## src/rtl/cal_pkg.sv

```systemverilog
// Shared calibration-lane definitions: code width, sync preamble defaults and
// the serializer state type. The receive aligner relies on the same preamble.
package cal_pkg;

    localparam int unsigned CAL_CODE_W = 9;
    localparam int unsigned CAL_SYNC_LEN = 16;
    localparam logic [CAL_SYNC_LEN-1:0] CAL_SYNC_PATTERN = 16'hB8B8;

    typedef enum logic [1:0] {
        StIdle,
        StSync,
        StData
    } cal_state_e;

    // The bit counter must span both the preamble and one code word.
    function automatic int unsigned cal_cnt_w(input int unsigned sync_len);
        return $clog2((sync_len > CAL_CODE_W) ? sync_len : CAL_CODE_W);
    endfunction

endpackage

```

## src/rtl/cal_code_serializer_9b.sv

```systemverilog
// Serializes 9-bit calibration code words MSB first onto a 1-bit lane, each
// burst led by a fixed sync preamble so the receiver can find word boundaries.
module cal_code_serializer_9b
    import cal_pkg::*;
#(
    parameter int unsigned          SYNC_LEN     = CAL_SYNC_LEN,
    parameter logic [SYNC_LEN-1:0]  SYNC_PATTERN = CAL_SYNC_PATTERN,
    parameter logic                 IDLE_LEVEL   = 1'b0
) (
    input  logic                  clk,
    input  logic                  rst,
    input  logic                  enable,
    input  logic [CAL_CODE_W-1:0] code_in,
    input  logic                  code_valid,
    input  logic                  code_last,
    output logic                  code_ready,
    output logic                  ser_out,
    output logic                  ser_valid,
    output logic                  sync_active,
    output logic                  busy,
    output logic                  underrun
);

    localparam int unsigned CNT_W = cal_cnt_w(SYNC_LEN);
    localparam int unsigned IDX_W = $clog2(SYNC_LEN);
    localparam logic [CNT_W-1:0] SYNC_LAST = CNT_W'(SYNC_LEN - 1);
    localparam logic [CNT_W-1:0] BIT_LAST  = CNT_W'(CAL_CODE_W - 1);

    cal_state_e            state_q, state_d;
    logic [CNT_W-1:0]      cnt_q, cnt_d;
    logic [CAL_CODE_W-1:0] shreg_q, shreg_d;
    logic                  last_flag_q, last_flag_d;
    logic                  ser_out_q, ser_out_d;
    logic                  ser_valid_q, ser_valid_d;
    logic                  sync_active_q, sync_active_d;
    logic                  busy_q, busy_d;
    logic                  underrun_q, underrun_d;
    logic [IDX_W-1:0]      sync_idx;

    // Preamble bit to present on the next cycle while in SYNC.
    assign sync_idx = IDX_W'(SYNC_LEN - 2) - IDX_W'(cnt_q);

    assign code_ready = ((state_q == StSync) && (cnt_q == SYNC_LAST)) ||
                        ((state_q == StData) && (cnt_q == BIT_LAST) && !last_flag_q && enable);

    always_comb begin
        state_d       = state_q;
        cnt_d         = cnt_q;
        shreg_d       = shreg_q;
        last_flag_d   = last_flag_q;
        ser_out_d     = ser_out_q;
        ser_valid_d   = ser_valid_q;
        sync_active_d = sync_active_q;
        underrun_d    = 1'b0;

        unique case (state_q)
            StIdle: begin
                if (enable && code_valid) begin
                    state_d       = StSync;
                    cnt_d         = '0;
                    ser_out_d     = SYNC_PATTERN[SYNC_LEN-1];
                    ser_valid_d   = 1'b1;
                    sync_active_d = 1'b1;
                end
            end
            StSync: begin
                if (cnt_q != SYNC_LAST) begin
                    cnt_d     = cnt_q + CNT_W'(1);
                    ser_out_d = SYNC_PATTERN[sync_idx];
                end
            end
            StData: begin
                if (cnt_q != BIT_LAST) begin
                    cnt_d     = cnt_q + CNT_W'(1);
                    shreg_d   = {shreg_q[CAL_CODE_W-2:0], 1'b0};
                    ser_out_d = shreg_q[CAL_CODE_W-2];
                end else if (!code_ready) begin
                    // Orderly end of burst: last word sent or enable withdrawn.
                    state_d       = StIdle;
                    cnt_d         = '0;
                    ser_out_d     = IDLE_LEVEL;
                    ser_valid_d   = 1'b0;
                    sync_active_d = 1'b0;
                end
            end
            default: begin
                state_d = StIdle;
            end
        endcase

        if (code_ready) begin
            if (code_valid) begin
                state_d       = StData;
                cnt_d         = '0;
                shreg_d       = code_in;
                last_flag_d   = code_last;
                ser_out_d     = code_in[CAL_CODE_W-1];
                ser_valid_d   = 1'b1;
                sync_active_d = 1'b0;
            end else begin
                state_d       = StIdle;
                cnt_d         = '0;
                ser_out_d     = IDLE_LEVEL;
                ser_valid_d   = 1'b0;
                sync_active_d = 1'b0;
                underrun_d    = 1'b1;
            end
        end

        busy_d = (state_d != StIdle);
    end

    always_ff @(posedge clk) begin
        if (rst) begin
            state_q       <= StIdle;
            cnt_q         <= '0;
            shreg_q       <= '0;
            last_flag_q   <= 1'b0;
            ser_out_q     <= IDLE_LEVEL;
            ser_valid_q   <= 1'b0;
            sync_active_q <= 1'b0;
            busy_q        <= 1'b0;
            underrun_q    <= 1'b0;
        end else begin
            state_q       <= state_d;
            cnt_q         <= cnt_d;
            shreg_q       <= shreg_d;
            last_flag_q   <= last_flag_d;
            ser_out_q     <= ser_out_d;
            ser_valid_q   <= ser_valid_d;
            sync_active_q <= sync_active_d;
            busy_q        <= busy_d;
            underrun_q    <= underrun_d;
        end
    end

    assign ser_out     = ser_out_q;
    assign ser_valid   = ser_valid_q;
    assign sync_active = sync_active_q;
    assign busy        = busy_q;
    assign underrun    = underrun_q;

endmodule
```

## config.mk

```make
export PLATFORM = sky130hd
export DESIGN_NAME = cal_code_serializer_9b
export DESIGN_NICKNAME = d
export VERILOG_FILES = /design/src/rtl/cal_pkg.sv /design/src/rtl/cal_code_serializer_9b.sv
export SDC_FILE = /design/constraint.sdc
export NUM_CORES = 1
export LEC_CHECK = 0
export ABC_CLOCK_PERIOD_IN_PS = 2900
export CAP_MARGIN = 30
export CELL_PAD_IN_SITES_DETAIL_PLACEMENT = 1
export CELL_PAD_IN_SITES_GLOBAL_PLACEMENT = 1
export CORE_MARGIN = 5
export CORE_UTILIZATION = 41
export CTS_CLUSTER_DIAMETER = 100
export CTS_CLUSTER_SIZE = 25
export DETAILED_ROUTE_END_ITERATION = 10
export HOLD_SLACK_MARGIN = 0.15
export PLACE_DENSITY_LB_ADDON = 0.1
export SETUP_SLACK_MARGIN = 0.15
export SLEW_MARGIN = 20
export SYNTH_ARGS = -nofsm -noshare
export SYNTH_HDL_FRONTEND = slang
export SYNTH_SLANG_ARGS = --single-unit
```

## constraint.sdc

```tcl
create_clock -name clk -period 2.9 [get_ports clk]
set_input_delay 0.29 -clock clk [delete_from_list [all_inputs] [get_ports clk]]
set_output_delay 0.29 -clock clk [all_outputs]
set_load 0.01 [all_outputs]
```

# Word-level counts from Yosys, hierarchy flattened
# Memories as Yosys holds them, arrays and structs flattened.
# Index checks and enable logic that the tools add are counted.
[totals] register_bits=21 latch_bits=0 mem_bits_rw=0 mem_bits_ro=16 in_bits=14 output_inout_bits=6 word_cells=71 memories=1
[op_classes] n_addsub=2 mul=0 div_mod_pow=0 order_cmp=1 eq_ne=12 shift=0 n_mux=25 bitwise_logic=1 n_reduce_logical=20
[mem_list] memory="(no name shown)" words=16 width=1 rd=1 rd_clocked_by_memory_dff=0 wr=0 line="cal_code_serializer_9b.sv:69" rtl="ser_out_d = SYNC_PATTERN[sync_idx];"
[op_table] cell="$mux W9" count=4
[op_table] cell="$mux W4" count=3
[op_table] cell="$pmux W4 S3" count=1
[op_table] cell="$reduce_and A3 Y1" count=4
[op_table] cell="$mux W1" count=10
[op_table] cell="$eq A4 B4 Y1 const B" count=2
[op_table] cell="$mux W2" count=4
[op_table] cell="$ne A4 B4 Y1 const B" count=2
[op_table] cell="$ne A3 B3 Y1 const B" count=2
[op_table] cell="$pmux W2 S3" count=1
[op_table] cell="$reduce_bool A3 Y1" count=2
[op_table] cell="$logic_and A1 B1 Y1" count=5
[op_table] cell="$lt A4 B5 Y1 const B" count=1
[op_table] cell="$add A4 B1 Y4 const B" count=1
[op_table] cell="$ne A2 B2 Y1 const B" count=2
[op_table] cell="$reduce_bool A2 Y1" count=2
[op_table] cell="$reduce_bool A4 Y1" count=1
[op_table] cell="$reduce_or A2 Y1" count=2
[op_table] cell="$sub A4 B4 Y4 const A" count=1
[op_table] cell="$ne A3 B2 Y1 const B" count=1
[op_table] cell="$pmux W1 S3" count=1
[op_table] cell="$eq A2 B1 Y1 const B" count=1
[op_table] cell="$eq A2 B2 Y1 const B" count=1
[op_table] cell="$logic_not A2 Y1" count=1
[op_table] cell="6 further kinds" count=6

# Longest topological paths before layout
# Gate-level depths: netlist (run 1).
[logic_depth] word_depth=7 ltp_mapped=7 mapped_depth_nobuf=7

# Worst setup path after synthesis (run 1)
# No wires, ideal clock.
[synth_timing] path_kind="register -> register" start="register state_q[1]" end="register cnt_q[3]" setup_ns=0.124 t_arrival_ns=1.490 required_time_ns=2.776 setup_slack_ns=1.286 stages_incl_launch_ff=7 path_buffers=0 period_less_slack_ns=1.614 path_cell_list="dfxtp_1 -> inv_1 -> ha_1 -> and4_4 -> or3_1 -> o21ai_0 -> a21oi_1"
[synth_between] elab_chain_cells=6 word_cells_on_any_way=14 cone_classes="eq/ne (4); mux (1); reduce/logical (9)"
[synth_rtl] element="from (decl)" line="cal_code_serializer_9b.sv:29" rtl="cal_state_e state_q, state_d;"
[synth_rtl] element="from (signal assigned)" line="cal_code_serializer_9b.sv:115" rtl="state_q <= StIdle;"
[synth_rtl] element="from (signal assigned)" line="cal_code_serializer_9b.sv:125" rtl="state_q <= state_d;"
[synth_rtl] element="$eq A2 B2 Y1" line="cal_code_serializer_9b.sv:44, cal_code_serializer_9b.sv:56"
[synth_rtl] element="$logic_and A1 B1 Y1 (3 in a row)" line="cal_code_serializer_9b.sv:44" rtl="((state_q == StData) && (cnt_q == BIT_LAST) && !last_flag_q && enable);"
[synth_rtl] element="$logic_or A1 B1 Y1" line="cal_code_serializer_9b.sv:43" rtl="assign code_ready = ((state_q == StSync) && (cnt_q == SYNC_LAST)) ||"
[synth_rtl] element="$reduce_or A2 Y1 (no source line)"
[synth_rtl] element="to (signal assigned)" line="cal_code_serializer_9b.sv:126" rtl="cnt_q <= cnt_d;"
[synth_rtl] element="to (decl)" line="cal_code_serializer_9b.sv:30" rtl="logic [CNT_W-1:0] cnt_q, cnt_d;"
# Parallel ways exist; a longest one is shown, timed or not.
# A chain may end at the register's enable or synchronous reset.

# Worst setup path after layout (run 1)
[layout_timing] start="register state_q[0]" end="output code_ready"
[layout_between] elab_chain_cells=5 word_cells_on_any_way=7 cone_classes="eq/ne (2); reduce/logical (5)"
[layout_rtl] element="$eq A2 B2 Y1" line="cal_code_serializer_9b.sv:44"
[layout_rtl] element="$logic_and A1 B1 Y1 (3 in a row)" line="cal_code_serializer_9b.sv:44"
[layout_rtl] element="$logic_or A1 B1 Y1 *" line="cal_code_serializer_9b.sv:43"
[layout_rtl] element="to (decl)" line="cal_code_serializer_9b.sv:16" rtl="output logic code_ready,"
# Mark *: on every way between the ends. The rest lies on a longest branch, timed or not.

==> flow_summary.ini, run 1 <==
[flow_run]
drv_cap = 0

[worst_setup_path]
required_ns = 2.61
crit_path_max_incr_delay_ns = 0.54
slowest_stage = clkdlybuf4s50_1
worstReg2RegEnd = shreg_q[3]
r2r-start = state_q[1]
r2r_cells = 6
path_class = flip-flop to output pin
r2r_slack_ns = 0.90
cp.arrival_ns = 2.25
path_cells = inv_1, ha_2, nand3b_1, o21a_2, inv_2, clkdlybuf4s50_1
setup.worst_path.end_class = output pin
startpoint_type = flip-flop
crit_path_end = code_ready
crit_start = state_q[0]
cp_max_fo = 16

[drt]
wl_per_cell_um = 17.2
first_pass_iters = 4
wl_um = 3190
via_count = 1093
viasPerCell = 5.91
drc_errors = 0
drt_iter0_markers = 51
antenna_left = 0

[layout]
fill_cells = 333
mostFrequentLayoutCells = 20 x dfxtp_1, 19 x clkdlybuf4s50_1, 16 x nand3_1
final_common_cell = dfxtp_1
fin_nets = 176
n_antenna_cell = 0
drive_above_1_share = 0.110
areaGrowthSynthToFinish_pct = 19.9

[clock_network]
clk_path_buf_depth = 2
clkLatencyLatePin_ns = 0.31
htree_levels = 1
tritoncts = yes
clk_root_buffer_cell = clkbuf_4
path_clk_slew_ns = 0.12
clock_sinks = 20
numCtsBuffers = 3
cts_hold_buffers = 0

[timing]
drv_slew = 0
tns_ns = 0
rsz0062_at_grt = no
clock.fmax_mhz = 394
worstMarginPinSlew_ns = 0.625
fin_crit_sh = 0.876
relSlewSlack = 0.582
whs_ns = 0.484
min_period_ns = 2.54
hold_viol_final = 0
finalSetupViolCount = 0
finClkSkew_ns = 0.00614

[logic_synthesis]
yosysSeqAreaShare = 0.346
post_synth_inst_count = 137
synth_compound_area_frac = 0.242
synth_nets = 158
synthXorXnorAreaFrac = 0
synth_top_family_by_area = simple AND/OR/NAND/NOR gates
synth-main-ff-cell = dfxtp_1
synthArstFlopShare = 0
yosys.area_share.simple = 0.280
ys_types = 40
syn_area_um2 = 1160
synth-seq-cells = 20
synthAdderAreaFrac = 0.0758
ys_warn_count = 0
synth_area_per_cell_um2 = 8.44
synth_mux_area_frac = 0
synth_edf_count = 0

[power_and_ir_drop]
ir_drop_v = 0.000274
p_leak_nw = 0.513
power.density_nw_per_um2 = 410

[grt]
antenna_found_initial = 0
track_usage = 0.163
grt_max_degree = 19
grt_overflow = 0
grt_pass1_vias = 1128
grt_pass1_wl_um = 5330

[floorplanning]
fp.coreArea_um2 = 2730
fp-row-count = 19
io_pins = 20
die_y_um = 63.1
die_area_um2 = 3980
die_width_um = 63.1
initial_core_util = 0.423

[placed_design]
gp_congestion = 0.823
portBuffers = 19
dp_hpwl_um = 2330

[min_path]
hp-class = flip-flop to flip-flop

[run_status]
status = complete, no violations
-- sequential cells by signal, summed over array words and instances (netlist names) --
signal       cells
shreg_q          8
state_q          2
ser_valid        1
cnt_q            4
last_flag_q      1
underrun         1
ser_out          1
sync_active      1
busy             1
-- power by group --
group | internal (mW) | switching, mW
sequential | 0.284 | 0.00764
combinational | 0.0534 | 0.0537
clock | 0.0767 | 0.0928
-- layer usage --
metal | share of wire | GRT usage | routed length [um]
met1 | 0.47 | 0.204 | 1500
met2 | 0.48 | 0.272 | 1530
met3 | 0.027 | 0.0355 | 86
met4 | 0.020 | 0.0610 | 63
met5 | 0 | 0 | 0
-- final cells by class --
class,instances,area [um2],share of cell area
Multi-Input combinational cell,104,694,0.501
Clock buffer,4,36.3,0.0262
Tap cell,31,38.8,0.0280
Timing Repair Buffer,19,190,0.137
Sequential cell,20,400,0.289
Inverter,7,26.3,0.0190
-- Yosys cell counts, types with 2 or more instances --
library cell	instances	area, um2
a21oi_1	6	30.0
a21oi_2	2	17.5
a311oi_1	8	70.1
a31oi_1	2	12.5
buf_4	2	15.0
clkbuf_1	2	7.51
dfxtp_1	20	400
ha_1	7	87.6
inv_1	6	22.5
nand2_1	14	52.6
nand3_1	16	80.1
nor2_1	14	52.6
nor2b_1	2	12.5
nor3_1	4	20.0
o21ai_0	6	30.0
o22ai_1	2	12.5
-- metrics by stage --
| step | total power, mW | cell area [um2] | utilization | setup slack [ns] | std cells |
|---|---|---|---|---|---|
| 5_1_grt | 0.600 | 1390 | 0.507 | 0.215 | 185 |
| 4_1_cts | 0.574 | 1380 | 0.506 | 0.161 | 185 |
| 3_5_place_dp | 0.403 | 1350 | 0.493 | 0.540 | 181 |
| 2_1_floorplan | 0.354 | 1160 | - | 1.29 | 137 |
| 3_3_place_gp | 0.400 | 1350 | 0.493 | 0.626 | 181 |
| 6_report | 0.568 | 1390 | 0.507 | 0.361 | 185 |
-- logic make-up (layout without fill, tap and decap cells) --
family | count (synthesis) | in the layout
simple gates | 61 | 61
compound gates | 36 | 36
flops | 20 | 20
buf+inv | 13 | 30
fa+ha+maj | 7 | 7
-- how the worst min path moves through the flow --
| stage | startpoint | cells after the start | end | slack, ns |
|---|---|---|---|---|
| 3_3_place_gp | shreg_q[0] | 2 | shreg_q[0] | 0.46 |
| 3_5_place_dp | shreg_q[0] | 2 | shreg_q[0] | 0.47 |
| 4_1_cts | shreg_q[0] | 2 | shreg_q[0] | 0.49 |
| 5_1_grt | shreg_q[0] | 2 | shreg_q[0] | 0.52 |
| 6_report | shreg_q[0] | 2 | shreg_q[0] | 0.48 |
| 2_1_floorplan | code_last | 2 | last_flag_q | 0.45 |
-- critical path, delay by kind of cell, from the launching register on --
family          cells  cell delay, ns
simple gates        1            0.17
buf+inv             3            0.74
fa+ha+maj           1            0.38
compound gates      1            0.28
flops               1            0.37
-- repair_timing --
item                                    4_1_cts  5_1_grt
buffers inserted                              0        0
resized for setup                             0        1
endpoints found under the setup margin        0        1
Power figures use the tool's default switching activity.
==> run 2: changes to the inputs <==
MAX_ROUTING_LAYER = met4   (was default)
TNS_END_PERCENT = 20   (was default)
==> run 2 against run 1 <==
  * First-iteration DRC count rose by 9.8%
  * Clock power about the same
  * Total power is 0.52% higher
  * Core utilization did not move
  * Sequential share of layout area is the same
  * Sequential cell count unchanged
  * Via count increased by 0.18%
  * Design area unchanged
  * Combinational power is essentially flat
  * Wire length is 1.3% higher
  * Critical endpoint unchanged
==> flow_summary.ini, run 2 (synthesized netlist as in run 1, its figures left out) <==
[min_path]
holdPathStages = 2
holdPathEnd = shreg_q[0]
hp-class = flip-flop to flip-flop
min_from = shreg_q[0]

[power_and_ir_drop]
power.density_nw_per_um2 = 412
p_leak_nw = 0.513
ir_drop_v = 0.000276

[timing]
hold_viol_final = 0
finClkSkew_ns = 0.00517
rsz0062_at_grt = no
relSlewSlack = 0.578
fin_crit_sh = 0.881
worstMarginPinSlew_ns = 0.632
finalSetupViolCount = 0
drv_slew = 0
clock.fmax_mhz = 392
min_period_ns = 2.55
tns_ns = 0

[clock_network]
tritoncts = yes
clk_root_buffer_cell = clkbuf_4
numCtsBuffers = 3
path_clk_slew_ns = 0.12
clock_sinks = 20
htree_levels = 1
clkLatencyLatePin_ns = 0.31
clk_path_buf_depth = 2

[layout]
areaGrowthSynthToFinish_pct = 19.9
multi_input_area_um2 = 694
fin_nets = 176
n_antenna_cell = 0
final_common_cell = dfxtp_1
fill_cells = 333
drive_above_1_share = 0.110
top_register = shreg_q
final_core_util = 0.507
seqCellArea_um2 = 400
largest_reg_flops = 8
mostFrequentLayoutCells = 20 x dfxtp_1, 19 x clkdlybuf4s50_1, 16 x nand3_1
reg_top3 = shreg_q: 8 flops, cnt_q: 4 flops, state_q: 2 flops
fin_cells = 185

[drt]
wl_um = 3230
dr_wl_met3_um = 80
m1WireLength_um = 1520
drc_errors = 0
wl_per_cell_um = 17.4
first_pass_iters = 5
highest_layer = met4
drt_iter0_markers = 56
antenna_left = 0
wl_met2_um = 1560
viasPerCell = 5.92
via_count = 1095

[worst_setup_path]
slowest_stage = clkdlybuf4s50_1
cp_max_fo = 16
r2r_cells = 6
path_delay_family = buffers and inverters
crit_path_max_incr_delay_ns = 0.54
path_class = flip-flop to output pin
setup.worst_path.end_class = output pin
cp.arrival_ns = 2.26
required_ns = 2.61
cp_num_buf_inv = 3
startpoint_type = flip-flop
worstReg2RegEnd = shreg_q[3]
crit_start = state_q[0]
r2r_slack_ns = 0.88
r2r-start = state_q[1]
path_cells = inv_1, ha_2, nand3b_1, o21a_2, inv_2, clkdlybuf4s50_1

[grt]
track_usage = 0.168
grt_pass1_wl_um = 5320
antenna_found_initial = 0
grt_pass1_vias = 1129
grt_max_degree = 19
grt_overflow = 0

[floorplanning]
fp.coreArea_um2 = 2730
die_y_um = 63.1
die_area_um2 = 3980
io_pins = 20
initial_core_util = 0.423
die_width_um = 63.1
fp-row-count = 19

[placed_design]
portBuffers = 19
dp_hpwl_um = 2330
gp_congestion = 0.836
dpl.cell_count = 181

[flow_run]
drv_cap = 0

[run_status]
status = complete, no violations
==> run 2: cell counts in the layout (fill, tap and decap cells not counted) <==
No cell type changed its count.
==> run 2: worst max path at each step <==
stage	slack, ns	cells after the start	to
final	0.35	6	code_ready
after global routing	0.21	6	code_ready
after CTS	0.16	6	code_ready
after detailed placement	0.54	6	code_ready
after global placement	0.63	6	code_ready
after floorplan	1.29	6	cnt_q[3]
==> run 2: timing repair <==
action | CTS | global route
endpoints found under the setup margin | 0 | 1
hold buffers | 0 | 0
setup buffers | 0 | 0
gates resized for setup | 0 | 1
==> run 2: worst register-to-register path: stages, from the launching register on <==
cell,delay (ns)
dfxtp_1,0.40
inv_1,0.12
ha_1,0.32
and4_4,0.27
a22oi_4,0.47
nor2_1,0.08
a311oi_1,0.27
==> run 2: layout make-up <==
type / count / share of cell area
timing repair buffer: 19 / 0.137
tap: 31 / 0.0280
multi-input combinational: 104 / 0.501
inverter: 7 / 0.0190
clock buffer: 4 / 0.0262
sequential: 20 / 0.289
==> run 2: stage by stage <==
step	setup WS (ns)	hold WS, ns	area, um2	total power, mW
floorplan	1.29	0.447	1160	0.354
global placement	0.626	0.462	1350	0.400
detailed placement	0.540	0.468	1350	0.403
CTS	0.161	0.485	1380	0.574
global route	0.215	0.517	1390	0.600
finish	0.346	0.484	1390	0.571
==> run 2: per-layer routing <==
metal | GRT usage | vias to the layer above
met2 | 0.272 | 23
met4 | 0.0610 | 0
li1 | - | 536
met1 | 0.206 | 527
met5 | - | -
met3 | 0.0320 | 9
==> run 2: where the power goes <==
part	total (mW)	internal (mW)	switching, mW
clock	0.172	0.0767	0.0950
combinational	0.108	0.0534	0.0544
sequential	0.292	0.284	0.00754
total	0.571	0.414	0.157
==> run 3: changes to the inputs <==
CORE_MARGIN = default   (was 5)
==> run 3 against run 2 <==
  * Global-route usage is 6.8 points higher
  * Total power is 6.5% lower
  * Count of clock-buffer cells in the layout is 1 lower
  * Critical path depth stayed put
  * Setup slack better by 0.030 ns
  * Non-clock buffer count is 1 higher
  * Clock skew is 0.00083 ns lower
  * Combinational power hardly changed
  * Sequential share of layout area is 0.16 points higher
  * Clock power is 22% lower
  * Via count is 1.0% higher
  * Critical endpoint unchanged
  * Largest power group unchanged
==> flow_summary.ini, run 3 (synthesized netlist as in run 1, its figures left out) <==
[run_status]
status = complete, no violations

[placed_design]
placed_area_um2 = 1350
gp_congestion = 0.803
dpl.cell_count = 181
portBuffers = 19
dp_hpwl_um = 2360

[power_and_ir_drop]
power.density_nw_per_um2 = 388
ir_drop_v = 0.000277
internal_power_uw = 387
switchingPower_uw = 148
switching_share = 0.276
seqPwrFrac = 0.549
p_clk_frac = 0.250
p_leak_nw = 0.511
combPwrFrac = 0.201

[timing]
relSlewSlack = 0.665
hold_viol_final = 0
worstMarginPinSlew_ns = 0.499
tns_ns = 0
finClkSkew_ns = 0.00434
fin_crit_sh = 0.870
drv_slew = 0
rsz0062_at_grt = no
whs_ns = 0.482
min_period_ns = 2.52
finalSetupViolCount = 0
clock.fmax_mhz = 396

[grt]
grt_pass1_vias = 1043
track_usage = 0.236
grt_overflow = 0
antenna_found_initial = 0
grt_pass1_wl_um = 4920
grt_max_degree = 19

[drt]
via_count = 1106
first_pass_iters = 4
wl_um = 3050
drc_errors = 0
drt_iter0_markers = 17
viasPerCell = 6.01
antenna_left = 0
wl_per_cell_um = 16.6

[clock_network]
htree_levels = 1
path_clk_slew_ns = 0.11
cts_hold_buffers = 0
clk_path_buf_depth = 2
cts_setup_buffers = 0
clk_root_buffer_cell = clkbuf_4
postCtsResizedCells = 0
clock_sinks = 20
clkLatencyLatePin_ns = 0.30
numCtsBuffers = 3
tritoncts = yes

[worst_setup_path]
cp_max_fo = 16
path_class = flip-flop to output pin
path_cells = inv_1, ha_2, nand3b_1, o21a_2, inv_2, clkdlybuf4s50_1
crit_path_max_incr_delay_ns = 0.53
cp.arrival_ns = 2.23
startpoint_type = flip-flop
required_ns = 2.61
slowest_stage = clkdlybuf4s50_1
setup.worst_path.end_class = output pin

[floorplanning]
die_area_um2 = 3040
die_y_um = 55.1
initial_core_util = 0.450
fp-row-count = 18
fp.coreArea_um2 = 2570
die_width_um = 55.1
io_pins = 20

[layout]
drive_above_1_share = 0.110
fin_nets = 177
mostFrequentLayoutCells = 20 x dfxtp_1, 19 x clkdlybuf4s50_1, 16 x nand3_1
fin_cells = 184
n_antenna_cell = 0
final_core_util = 0.537
largest_reg_flops = 8
final_cell_area_um2 = 1380
top_register = shreg_q
final_common_cell = dfxtp_1
reg_top3 = shreg_q: 8 flops, cnt_q: 4 flops, state_q: 2 flops
areaGrowthSynthToFinish_pct = 19.3

[min_path]
hp-class = flip-flop to flip-flop

[flow_run]
drv_cap = 0
run 3: cell count changes in the layout (fill, tap and decap cells not counted):
cell	before	now
clkbuf_8	1	0
buf_4	0	1
run 3: area by class of cell:
| type | instances | area (um2) |
|---|---|---|
| Clock buffer | 3 | 22.5 |
| Fill cell | 332 | 1190 |
| Inverter | 7 | 26.3 |
| Multi-Input combinational cell | 104 | 694 |
| Sequential cell | 20 | 400 |
| Tap cell | 30 | 37.5 |
| Timing Repair Buffer | 20 | 198 |
run 3: path summary, 6_finish.rpt:
kind               from          to  slack (ns)  cells past startpoint
min          shreg_q[0]  shreg_q[0]        0.48                      2
min reg2reg  shreg_q[0]  shreg_q[0]        0.48                      2
max          state_q[0]  code_ready        0.38                      6
max reg2reg  state_q[0]  shreg_q[4]        0.91                      6
run 3: critical path, delay by kind of cell (launching register included):
kind / cells / cell delay, ns
flip-flops: 1 / 0.38
AO/OA/AOI/OAI: 1 / 0.28
AND/OR/NAND/NOR: 1 / 0.17
buffers and inverters: 3 / 0.72
adder cells (fa/ha/maj): 1 / 0.38
run 3: power groups by stage:
stage | Sequential, mW | Combinational (mW) | Clock (mW)
4_1_cts | 0.293 | 0.108 | 0.140
3_3_place_gp | 0.298 | 0.104 | 0
3_5_place_dp | 0.299 | 0.106 | 0
2_1_floorplan | 0.300 | 0.0542 | 0
5_1_grt | 0.294 | 0.118 | 0.153
6_report | 0.293 | 0.107 | 0.134
run 3: routing by layer:
metal  part of all wire  vias to the layer above  global-route usage  routed length, um
met3              0.042                        4              0.0628                128
met4              0.011                        0              0.0625                 33
met1               0.45                      532               0.286               1390
li1                   -                      542                   -                  -
met2               0.49                       28               0.384               1500
met5                  0                        -                   -                  0
run 3: per-stage QoR:
stage | setup WS (ns) | total power, mW
finish | 0.376 | 0.534
global route | 0.220 | 0.564
CTS | 0.180 | 0.541
detailed placement | 0.528 | 0.405
global placement | 0.645 | 0.402
floorplan | 1.29 | 0.354
